**src/rtl/capture_thresh_pkg.sv**
```systemverilog
// Shared definitions for the capture threshold loader: FSM state encoding,
// command-word field positions and the clear-sweep fill value.
package capture_thresh_pkg;

    typedef enum logic [1:0] {
        ST_IDLE  = 2'd0,
        ST_LOAD  = 2'd1,
        ST_SWEEP = 2'd2
    } state_e;

    localparam int LOAD_BIT  = 31;
    localparam int CLEAR_BIT = 30;
    localparam int ACK_BIT   = 29;
    localparam int CHAN_LSB  = 16;

    // Threshold value that disables triggering on a channel.
    localparam logic [15:0] THRESH_INIT_DEFAULT = 16'h7FFF;

    // Command bits come out of reset as ones so a bit held high through
    // reset is never seen as a rising edge.
    localparam logic [31:0] WORD_RST = 32'hE000_0000;

endpackage

```
**src/rtl/capture_cmd_edge.sv**
```systemverilog
// Registers the software command word and detects 0->1 edges on the
// load, clear_all and err_ack bits against a one-cycle-delayed history.
module capture_cmd_edge
    import capture_thresh_pkg::*;
(
    input  logic        user_clk,
    input  logic        user_rst,
    input  logic [31:0] reg_word,
    output logic [31:0] r_word_o,
    output logic        load_edge_o,
    output logic        clear_edge_o,
    output logic        ack_edge_o
);

    logic [31:0] word_q;
    logic [2:0]  hist_q;   // {load, clear, ack} from the previous cycle

    // Capture the command word and keep one cycle of command-bit history.
    always_ff @(posedge user_clk) begin
        if (user_rst) begin
            word_q <= WORD_RST;
            hist_q <= 3'b111;
        end else begin
            word_q <= reg_word;
            hist_q <= {word_q[LOAD_BIT], word_q[CLEAR_BIT], word_q[ACK_BIT]};
        end
    end

    assign r_word_o     = word_q;
    assign load_edge_o  = word_q[LOAD_BIT]  & ~hist_q[2];
    assign clear_edge_o = word_q[CLEAR_BIT] & ~hist_q[1];
    assign ack_edge_o   = word_q[ACK_BIT]   & ~hist_q[0];

endmodule

```
**src/rtl/capture_thresh_loader.sv**
```systemverilog
// Sequences single-channel threshold loads and full clear sweeps into the
// capture threshold RAM, gated by the datapath write-permission handshake.
module capture_thresh_loader
    import capture_thresh_pkg::*;
#(
    parameter int          N_CHAN_BITS = 8,
    parameter int          THRESH_W    = 16,
    parameter logic [15:0] THRESH_INIT = THRESH_INIT_DEFAULT
) (
    input  logic                   user_clk,
    input  logic                   user_rst,
    input  logic [31:0]            reg_word,
    input  logic                   thr_wr_ok,
    output logic                   thr_we,
    output logic [N_CHAN_BITS-1:0] thr_addr,
    output logic [THRESH_W-1:0]    thr_data,
    output logic                   busy,
    output logic                   sweep_done,
    output logic [15:0]            load_count,
    output logic                   err_overrun
);

    localparam logic [N_CHAN_BITS-1:0] ADDR_ZERO = {N_CHAN_BITS{1'b0}};
    localparam logic [N_CHAN_BITS-1:0] ADDR_LAST = {N_CHAN_BITS{1'b1}};
    localparam logic [N_CHAN_BITS-1:0] ADDR_ONE  = {{(N_CHAN_BITS-1){1'b0}}, 1'b1};

    logic [31:0]            r_word_s;
    logic                   load_edge_s;
    logic                   clear_edge_s;
    logic                   ack_edge_s;
    logic                   unused_word_s;

    state_e                 state_q,  state_d;
    logic [N_CHAN_BITS-1:0] addr_q,   addr_d;
    logic [THRESH_W-1:0]    data_q,   data_d;
    logic [15:0]            count_q,  count_d;
    logic                   done_q,   done_d;
    logic                   err_q,    err_d;
    logic                   we_s;
    logic                   overrun_s;

    capture_cmd_edge u_cmd_edge (
        .user_clk     (user_clk),
        .user_rst     (user_rst),
        .reg_word     (reg_word),
        .r_word_o     (r_word_s),
        .load_edge_o  (load_edge_s),
        .clear_edge_o (clear_edge_s),
        .ack_edge_o   (ack_edge_s)
    );

    // Only the channel/threshold fields are consumed here; fold the rest away.
    assign unused_word_s = ^r_word_s;

    // Next-state, write strobe and overrun detection.
    always_comb begin
        state_d   = state_q;
        addr_d    = addr_q;
        data_d    = data_q;
        count_d   = count_q;
        done_d    = 1'b0;
        we_s      = 1'b0;
        overrun_s = 1'b0;
        case (state_q)
            ST_IDLE: begin
                if (clear_edge_s) begin
                    // Clear wins a collision; a simultaneous load is dropped.
                    addr_d    = ADDR_ZERO;
                    data_d    = THRESH_INIT[THRESH_W-1:0];
                    state_d   = ST_SWEEP;
                    overrun_s = load_edge_s;
                end else if (load_edge_s) begin
                    addr_d  = r_word_s[CHAN_LSB +: N_CHAN_BITS];
                    data_d  = r_word_s[THRESH_W-1:0];
                    state_d = ST_LOAD;
                end else begin
                    state_d = ST_IDLE;
                end
            end
            ST_LOAD: begin
                we_s      = thr_wr_ok;
                overrun_s = load_edge_s | clear_edge_s;
                if (thr_wr_ok) begin
                    count_d = count_q + 16'd1;
                    state_d = ST_IDLE;
                end else begin
                    state_d = ST_LOAD;
                end
            end
            ST_SWEEP: begin
                we_s      = thr_wr_ok;
                overrun_s = load_edge_s | clear_edge_s;
                if (thr_wr_ok) begin
                    if (addr_q == ADDR_LAST) begin
                        // Final write: address stays at all-ones.
                        done_d  = 1'b1;
                        state_d = ST_IDLE;
                    end else begin
                        addr_d = addr_q + ADDR_ONE;
                    end
                end else begin
                    state_d = ST_SWEEP;
                end
            end
            default: begin
                state_d = ST_IDLE;
            end
        endcase

        // A same-cycle overrun beats the acknowledge.
        if (overrun_s) begin
            err_d = 1'b1;
        end else if (ack_edge_s) begin
            err_d = 1'b0;
        end else begin
            err_d = err_q;
        end
    end

    // State and output registers with synchronous reset.
    always_ff @(posedge user_clk) begin
        if (user_rst) begin
            state_q <= ST_IDLE;
            addr_q  <= ADDR_ZERO;
            data_q  <= {THRESH_W{1'b0}};
            count_q <= 16'd0;
            done_q  <= 1'b0;
            err_q   <= 1'b0;
        end else begin
            state_q <= state_d;
            addr_q  <= addr_d;
            data_q  <= data_d;
            count_q <= count_d;
            done_q  <= done_d;
            err_q   <= err_d;
        end
    end

    assign thr_we      = we_s;
    assign thr_addr    = addr_q;
    assign thr_data    = data_q;
    assign busy        = (state_q != ST_IDLE);
    assign sweep_done  = done_q;
    assign load_count  = count_q;
    assign err_overrun = err_q;

endmodule

```
**config.mk**
```make
export PLATFORM = sky130hd
export DESIGN_NAME = capture_thresh_loader
export DESIGN_NICKNAME = d
export VERILOG_FILES = /design/src/rtl/capture_thresh_pkg.sv /design/src/rtl/capture_cmd_edge.sv /design/src/rtl/capture_thresh_loader.sv
export SDC_FILE = /design/constraint.sdc
export NUM_CORES = 1
export LEC_CHECK = 0
export CAP_MARGIN = 20
export CORE_UTILIZATION = 47
export CTS_CLUSTER_SIZE = 8
export DETAILED_ROUTE_END_ITERATION = 10
export PLACE_DENSITY = 0.77
export SYNTH_ARGS = -nofsm -noshare
export SYNTH_HDL_FRONTEND = slang
export SYNTH_HIERARCHICAL = 1
export SYNTH_SLANG_ARGS = --single-unit
```
**constraint.sdc**
```tcl
create_clock -name user_clk -period 3.3 [get_ports user_clk]
set_input_delay 0.99 -clock user_clk [delete_from_list [all_inputs] [get_ports user_clk]]
set_output_delay 0.99 -clock user_clk [all_outputs]
set_load 0.02 [all_outputs]
```
==> impl_metrics.env, run 1 <==
export IMPL_grt_pass1_wl_mm=10.4
export IMPL_cp_startpoint="thr_wr_ok"
export IMPL_fillers=528
export IMPL_ant_nets=0
export IMPL_cts_inserted_buffers=9
export IMPL_pwr_share_seq=0.519
export IMPL_startpoint_type="input pin"
export IMPL_fin_cells=474
export IMPL_p_per_area_nw_per_um2=472
export IMPL_grt_use_met3=0.0652
export IMPL_antenna_found_initial=0
export IMPL_path_max_fanout=2
export IMPL_setup_viol=0
export IMPL_grt_use_met1=0.256
export IMPL_worst_pin_slew_ns=0.673
export IMPL_place_inst=458
export IMPL_cts_tree="done"
export IMPL_status="completed"
export IMPL_placeableCoreArea_um2=5990
export IMPL_fin_crit_ns=3.21
export IMPL_clk_latency_ns=0.35
export IMPL_rsz0062_at_grt="false"
export IMPL_fmax_mhz=312
export IMPL_comb_power_share=0.111
export IMPL_first_pass_iters=4
export IMPL_switching_share=0.248
export IMPL_ir_drop_mv=0.341
export IMPL_synth_area_um2=2950
export IMPL_final_hold_violation_count=0
export IMPL_grt_max_degree=39
export IMPL_total_power_w=0.00185
export IMPL_routed_wl_mm=6.33
export IMPL_row_count=28
export IMPL_yosys_warnings=6
export IMPL_min_from="u_cmd_edge/r_word_o[30]"
export IMPL_vias=2519
export IMPL_cts_root_buffer="clkbuf_8"
export IMPL_leakage_nw=1.40
export IMPL_clock_path_buffers=2
export IMPL_gp_congestion=0.843
export IMPL_port_buffers=73
export IMPL_wl_per_cell_um=13.4
export IMPL_arrival_ns=2.22
export IMPL_die_h_um=81.2
export IMPL_cp_required_ns=2.31
export IMPL_intPower_w=0.00139
export IMPL_postCtsSetupRepairBufs=0
export IMPL_pre_cts_ws_ns=0.0892
export IMPL_io_pins=79
export IMPL_top_usage_layer="met2"
export IMPL_hpwl_mm=4.38
export IMPL_synthCells=324
export IMPL_reg2reg_from="state_q[0]"
export IMPL_clkSinkCount=74
export IMPL_maxCapViolCount=0
export IMPL_met2_usage=0.332
export IMPL_avgSynthCellArea_um2=9.09
export IMPL_clkTransAtPathRegs_ns=0.08
export IMPL_grt_pass1_vias=2319
export IMPL_power_switching_w=0.000458
export IMPL_track_usage=0.211
export IMPL_holdBufCountCts=0
export IMPL_insertedDiodeCount=0
export IMPL_crit_type="input pin to output port"
export IMPL_die_area_um2=6590
export IMPL_min_path_type="flop to flop"
export IMPL_grt_overflow=0
export IMPL_finalSetupTns_ns=0
export IMPL_drc=0
export IMPL_final_core_util=0.653
export IMPL_h_tree_depth=3
export IMPL_max_slew_margin_rel=0.551
export IMPL_clkPwrFrac=0.370
export IMPL_final_max_slew_viol_count=0
export IMPL_cts_resized=0
export IMPL_min_period_over_period=0.973
export IMPL_drt_iter0_drc=147
export IMPL_synth_nets=365
export IMPL_die_width_um=81.2
export IMPL_setup_slack_ns=0.0901
export IMPL_vias_per_cell=5.31
export IMPL_areaGrowthSynthToFinish_pct=32.8
export IMPL_nets=435
export IMPL_endpoint_kind="output port"
export IMPL_skew_ns=0.00863
export IMPL_layout_drive_gt1_share=0.0652
export IMPL_start_util=0.492
worst max-delay path, stage by stage:
cell and delay [ns]:
clkdlybuf4s50_1 0.48, and2_1 0.15, clkdlybuf4s50_1 0.60
path summary, 6_finish.rpt:
kind,endpoint,depth (start not counted),slack [ns]
max,thr_we,3,0.09
min reg2reg,u_cmd_edge/hist_q[1],1,0.43
max reg2reg,thr_addr[0],6,1.24
min,u_cmd_edge/hist_q[1],1,0.43
registers in the layout, summed over array words and instances (netlist names):
| register | count |
|---|---|
| sweep_done | 1 |
| thr_addr | 8 |
| u_cmd_edge/hist_q | 3 |
| load_count | 16 |
| state_q | 2 |
| thr_data | 16 |
| err_overrun | 1 |
| u_cmd_edge/r_word_o | 27 |
cells in the final DEF, fill, tap and decap left out, types with 2 or more instances in the layout:
cell,n
and2_1,4
nor3_2,2
nor2b_1,27
xor2_1,10
nand4_1,6
a21oi_1,14
clkinvlp_4,2
or2_1,6
or4_1,3
dfxtp_1,74
and3_1,2
inv_1,8
nor4_1,2
o31ai_1,5
nand3_1,12
a31oi_1,18
nand2_1,45
nor2_1,18
a21o_1,2
o21bai_1,3
buf_4,2
ha_1,6
o21ai_0,5
clkbuf_8,9
nand2b_1,2
a211oi_1,4
nor3_1,3
and4_1,4
or3_1,4
clkinv_4,2
clkdlybuf4s50_1,72
layer usage:
metal  wire [um]  share of wire  vias up
li1            -              -     1269
met1        2860           0.45     1165
met2        2990           0.47       72
met3         353          0.056       13
met4         126          0.020        0
met5           0              0        -
final cells by class:
| type | instances | area (um^2) | share of cell area |
|---|---|---|---|
| Clock buffer | 10 | 128 | 0.0326 |
| Timing Repair Buffer | 76 | 761 | 0.195 |
| Tap cell | 75 | 93.8 | 0.0240 |
| Inverter | 8 | 30.0 | 0.00768 |
| Clock inverter | 6 | 67.6 | 0.0173 |
| Sequential cell | 74 | 1480 | 0.379 |
| Multi-Input combinational cell | 225 | 1350 | 0.345 |
power by group through the flow:
stage	registers, W	clock network, W	logic [W]
6_report	0.000958	0.000684	0.000205
3_3_place_gp	0.000976	0	0.000202
5_1_grt	0.000962	0.000743	0.000223
4_1_cts	0.000957	0.000704	0.000206
3_5_place_dp	0.000977	0	0.000205
2_1_floorplan	0.000996	0	0.0000862
per-stage QoR:
stage / hold WS (ns) / area, um^2
finish: 0.435 / 3910
global route: 0.457 / 3910
global placement: 0.408 / 3710
detailed placement: 0.419 / 3710
CTS: 0.439 / 3910
floorplan: 0.399 / 2950
(Power assumes the default switching activity.)
==> run 2: changes to the inputs <==
--- a/config.mk
+++ b/config.mk
@@ -9,7 +9,7 @@
 export CORE_UTILIZATION = 47
 export CTS_CLUSTER_SIZE = 8
 export DETAILED_ROUTE_END_ITERATION = 10
-export PLACE_DENSITY = 0.77
+export PLACE_DENSITY = 0.74
 export SYNTH_ARGS = -nofsm -noshare
 export SYNTH_HDL_FRONTEND = slang
 export SYNTH_HIERARCHICAL = 1
==> constraint.sdc (replaced) <==
create_clock -name user_clk -period 3.7 [get_ports user_clk]
set_input_delay 1.11 -clock user_clk [delete_from_list [all_inputs] [get_ports user_clk]]
set_output_delay 1.11 -clock user_clk [all_outputs]
set_load 0.02 [all_outputs]
==> impl_metrics.env, run 2 (synthesis results as in run 1) <==
export IMPL_layout_drive_gt1_share=0.0677
export IMPL_start_util=0.492
export IMPL_arrival_ns=2.29
export IMPL_die_width_um=81.2
export IMPL_maxCapViolCount=0
export IMPL_finalSetupTns_ns=0
export IMPL_clkSinkCount=74
export IMPL_status="completed"
export IMPL_placeableCoreArea_um2=5990
export IMPL_crit_type="input pin to output port"
export IMPL_wl_per_cell_um=13.2
export IMPL_largest_reg_flops=27
export IMPL_layout_cells_most_common_list="dfxtp_1, clkdlybuf4s50_1, nand2_1"
export IMPL_h_tree_depth=3
export IMPL_routed_wl_mm=6.26
export IMPL_fmax_mhz=294
export IMPL_postCtsSetupRepairBufs=0
export IMPL_die_area_um2=6590
export IMPL_worst_pin_slew_ns=0.609
export IMPL_die_h_um=81.2
export IMPL_cts_inserted_buffers=9
export IMPL_path_max_fanout=2
export IMPL_max_slew_margin_rel=0.594
export IMPL_startpoint_type="input pin"
export IMPL_p_per_area_nw_per_um2=452
export IMPL_row_count=28
export IMPL_first_pass_iters=4
export IMPL_ir_drop_mv=0.261
export IMPL_final_hold_violation_count=0
export IMPL_vias_per_cell=5.25
export IMPL_insertedDiodeCount=0
export IMPL_gp_congestion=0.841
export IMPL_fin_crit_ns=3.40
export IMPL_grt_overflow=0
export IMPL_final_common_cell="dfxtp_1"
export IMPL_rsz0062_at_grt="false"
export IMPL_holdBufCountCts=0
export IMPL_port_buffers=73
export IMPL_leakage_nw=1.42
export IMPL_hpwl_mm=4.26
export IMPL_areaGrowthSynthToFinish_pct=33.9
export IMPL_grt_pass1_vias=2244
export IMPL_clock_path_buffers=2
export IMPL_grt_pass1_wl_mm=10.1
export IMPL_io_pins=79
export IMPL_cp_required_ns=2.59
export IMPL_fin_area_um2=3940
export IMPL_multi_input_area_um2=1350
export IMPL_final_max_slew_viol_count=0
export IMPL_vias=2488
export IMPL_antenna_found_initial=0
export IMPL_pwr_share_seq=0.478
export IMPL_drt_iter0_drc=142
export IMPL_ant_nets=0
export IMPL_track_usage=0.204
export IMPL_grt_max_degree=36
export IMPL_drc=0
export IMPL_setup_viol=0
export IMPL_min_path_type="flop to flop"
export IMPL_clk_latency_ns=0.34
export IMPL_power_switching_w=0.000413
export IMPL_skew_ns=0.00667
export IMPL_cts_root_buffer="clkbuf_8"
export IMPL_endpoint_kind="output port"
export IMPL_nets=435
export IMPL_cts_resized=0
export IMPL_ff_latch_area_um2=1480
export IMPL_cts_tree="done"
export IMPL_fillers=499
export IMPL_comb_power_share=0.101
export IMPL_min_period_over_period=0.919
export IMPL_switching_share=0.232
export IMPL_placed_cell_area_um2=3700
export IMPL_clkTransAtPathRegs_ns=0.07
export IMPL_clkPwrFrac=0.421
export IMPL_intPower_w=0.00137
run 2: worst paths after layout:
path                            depth (start not counted)               startpoint                    to  slack, ns
worst min-delay path                                    1  u_cmd_edge/r_word_o[29]  u_cmd_edge/hist_q[0]       0.43
worst min register to register                          1  u_cmd_edge/r_word_o[29]  u_cmd_edge/hist_q[0]       0.43
worst max-delay path                                    3                thr_wr_ok                thr_we       0.30
worst max register to register                          6               state_q[0]           thr_addr[7]       1.55
run 2: per-stage QoR:
stage / power, W / setup slack (ns) / instances / hold slack, ns / utilization
after floorplan: 0.000965 / 1.13 / 324 / 0.399 / -
after global placement: 0.00105 / 0.299 / 458 / 0.411 / 0.618
after detailed placement: 0.00105 / 0.295 / 458 / 0.413 / 0.618
after CTS: 0.00180 / 0.295 / 474 / 0.432 / 0.658
after global routing: 0.00186 / 0.253 / 474 / 0.469 / 0.658
final: 0.00178 / 0.301 / 474 / 0.431 / 0.658
run 2: power by group through the flow:
| stage | Sequential, W | Clock [W] | Combinational (W) |
|---|---|---|---|
| 2_1_floorplan | 0.000888 | 0 | 0.0000769 |
| 3_3_place_gp | 0.000871 | 0 | 0.000177 |
| 3_5_place_dp | 0.000871 | 0 | 0.000180 |
| 4_1_cts | 0.000853 | 0.000767 | 0.000180 |
| 5_1_grt | 0.000857 | 0.000805 | 0.000194 |
| 6_report | 0.000853 | 0.000751 | 0.000179 |
run 2: layout make-up:
class	count	area share
sequential	74	0.376
clock buffer	9	0.0314
multi-input combinational	225	0.342
timing repair buffer	76	0.190
tap	75	0.0238
clock inverter	7	0.0298
inverter	8	0.00761
run 2: metal layers:
metal / up-vias / track usage / share of wire
met4: 0 / 0.105 / 0.019
met5: - / 0 / 0
li1: 1260 / - / -
met3: 9 / 0.0584 / 0.048
met2: 62 / 0.330 / 0.48
met1: 1157 / 0.246 / 0.45
run 2: critical path, cell delays in order:
cell             delay, ns
clkdlybuf4s50_1       0.47
and2_1                0.12
clkdlybuf4s50_1       0.59
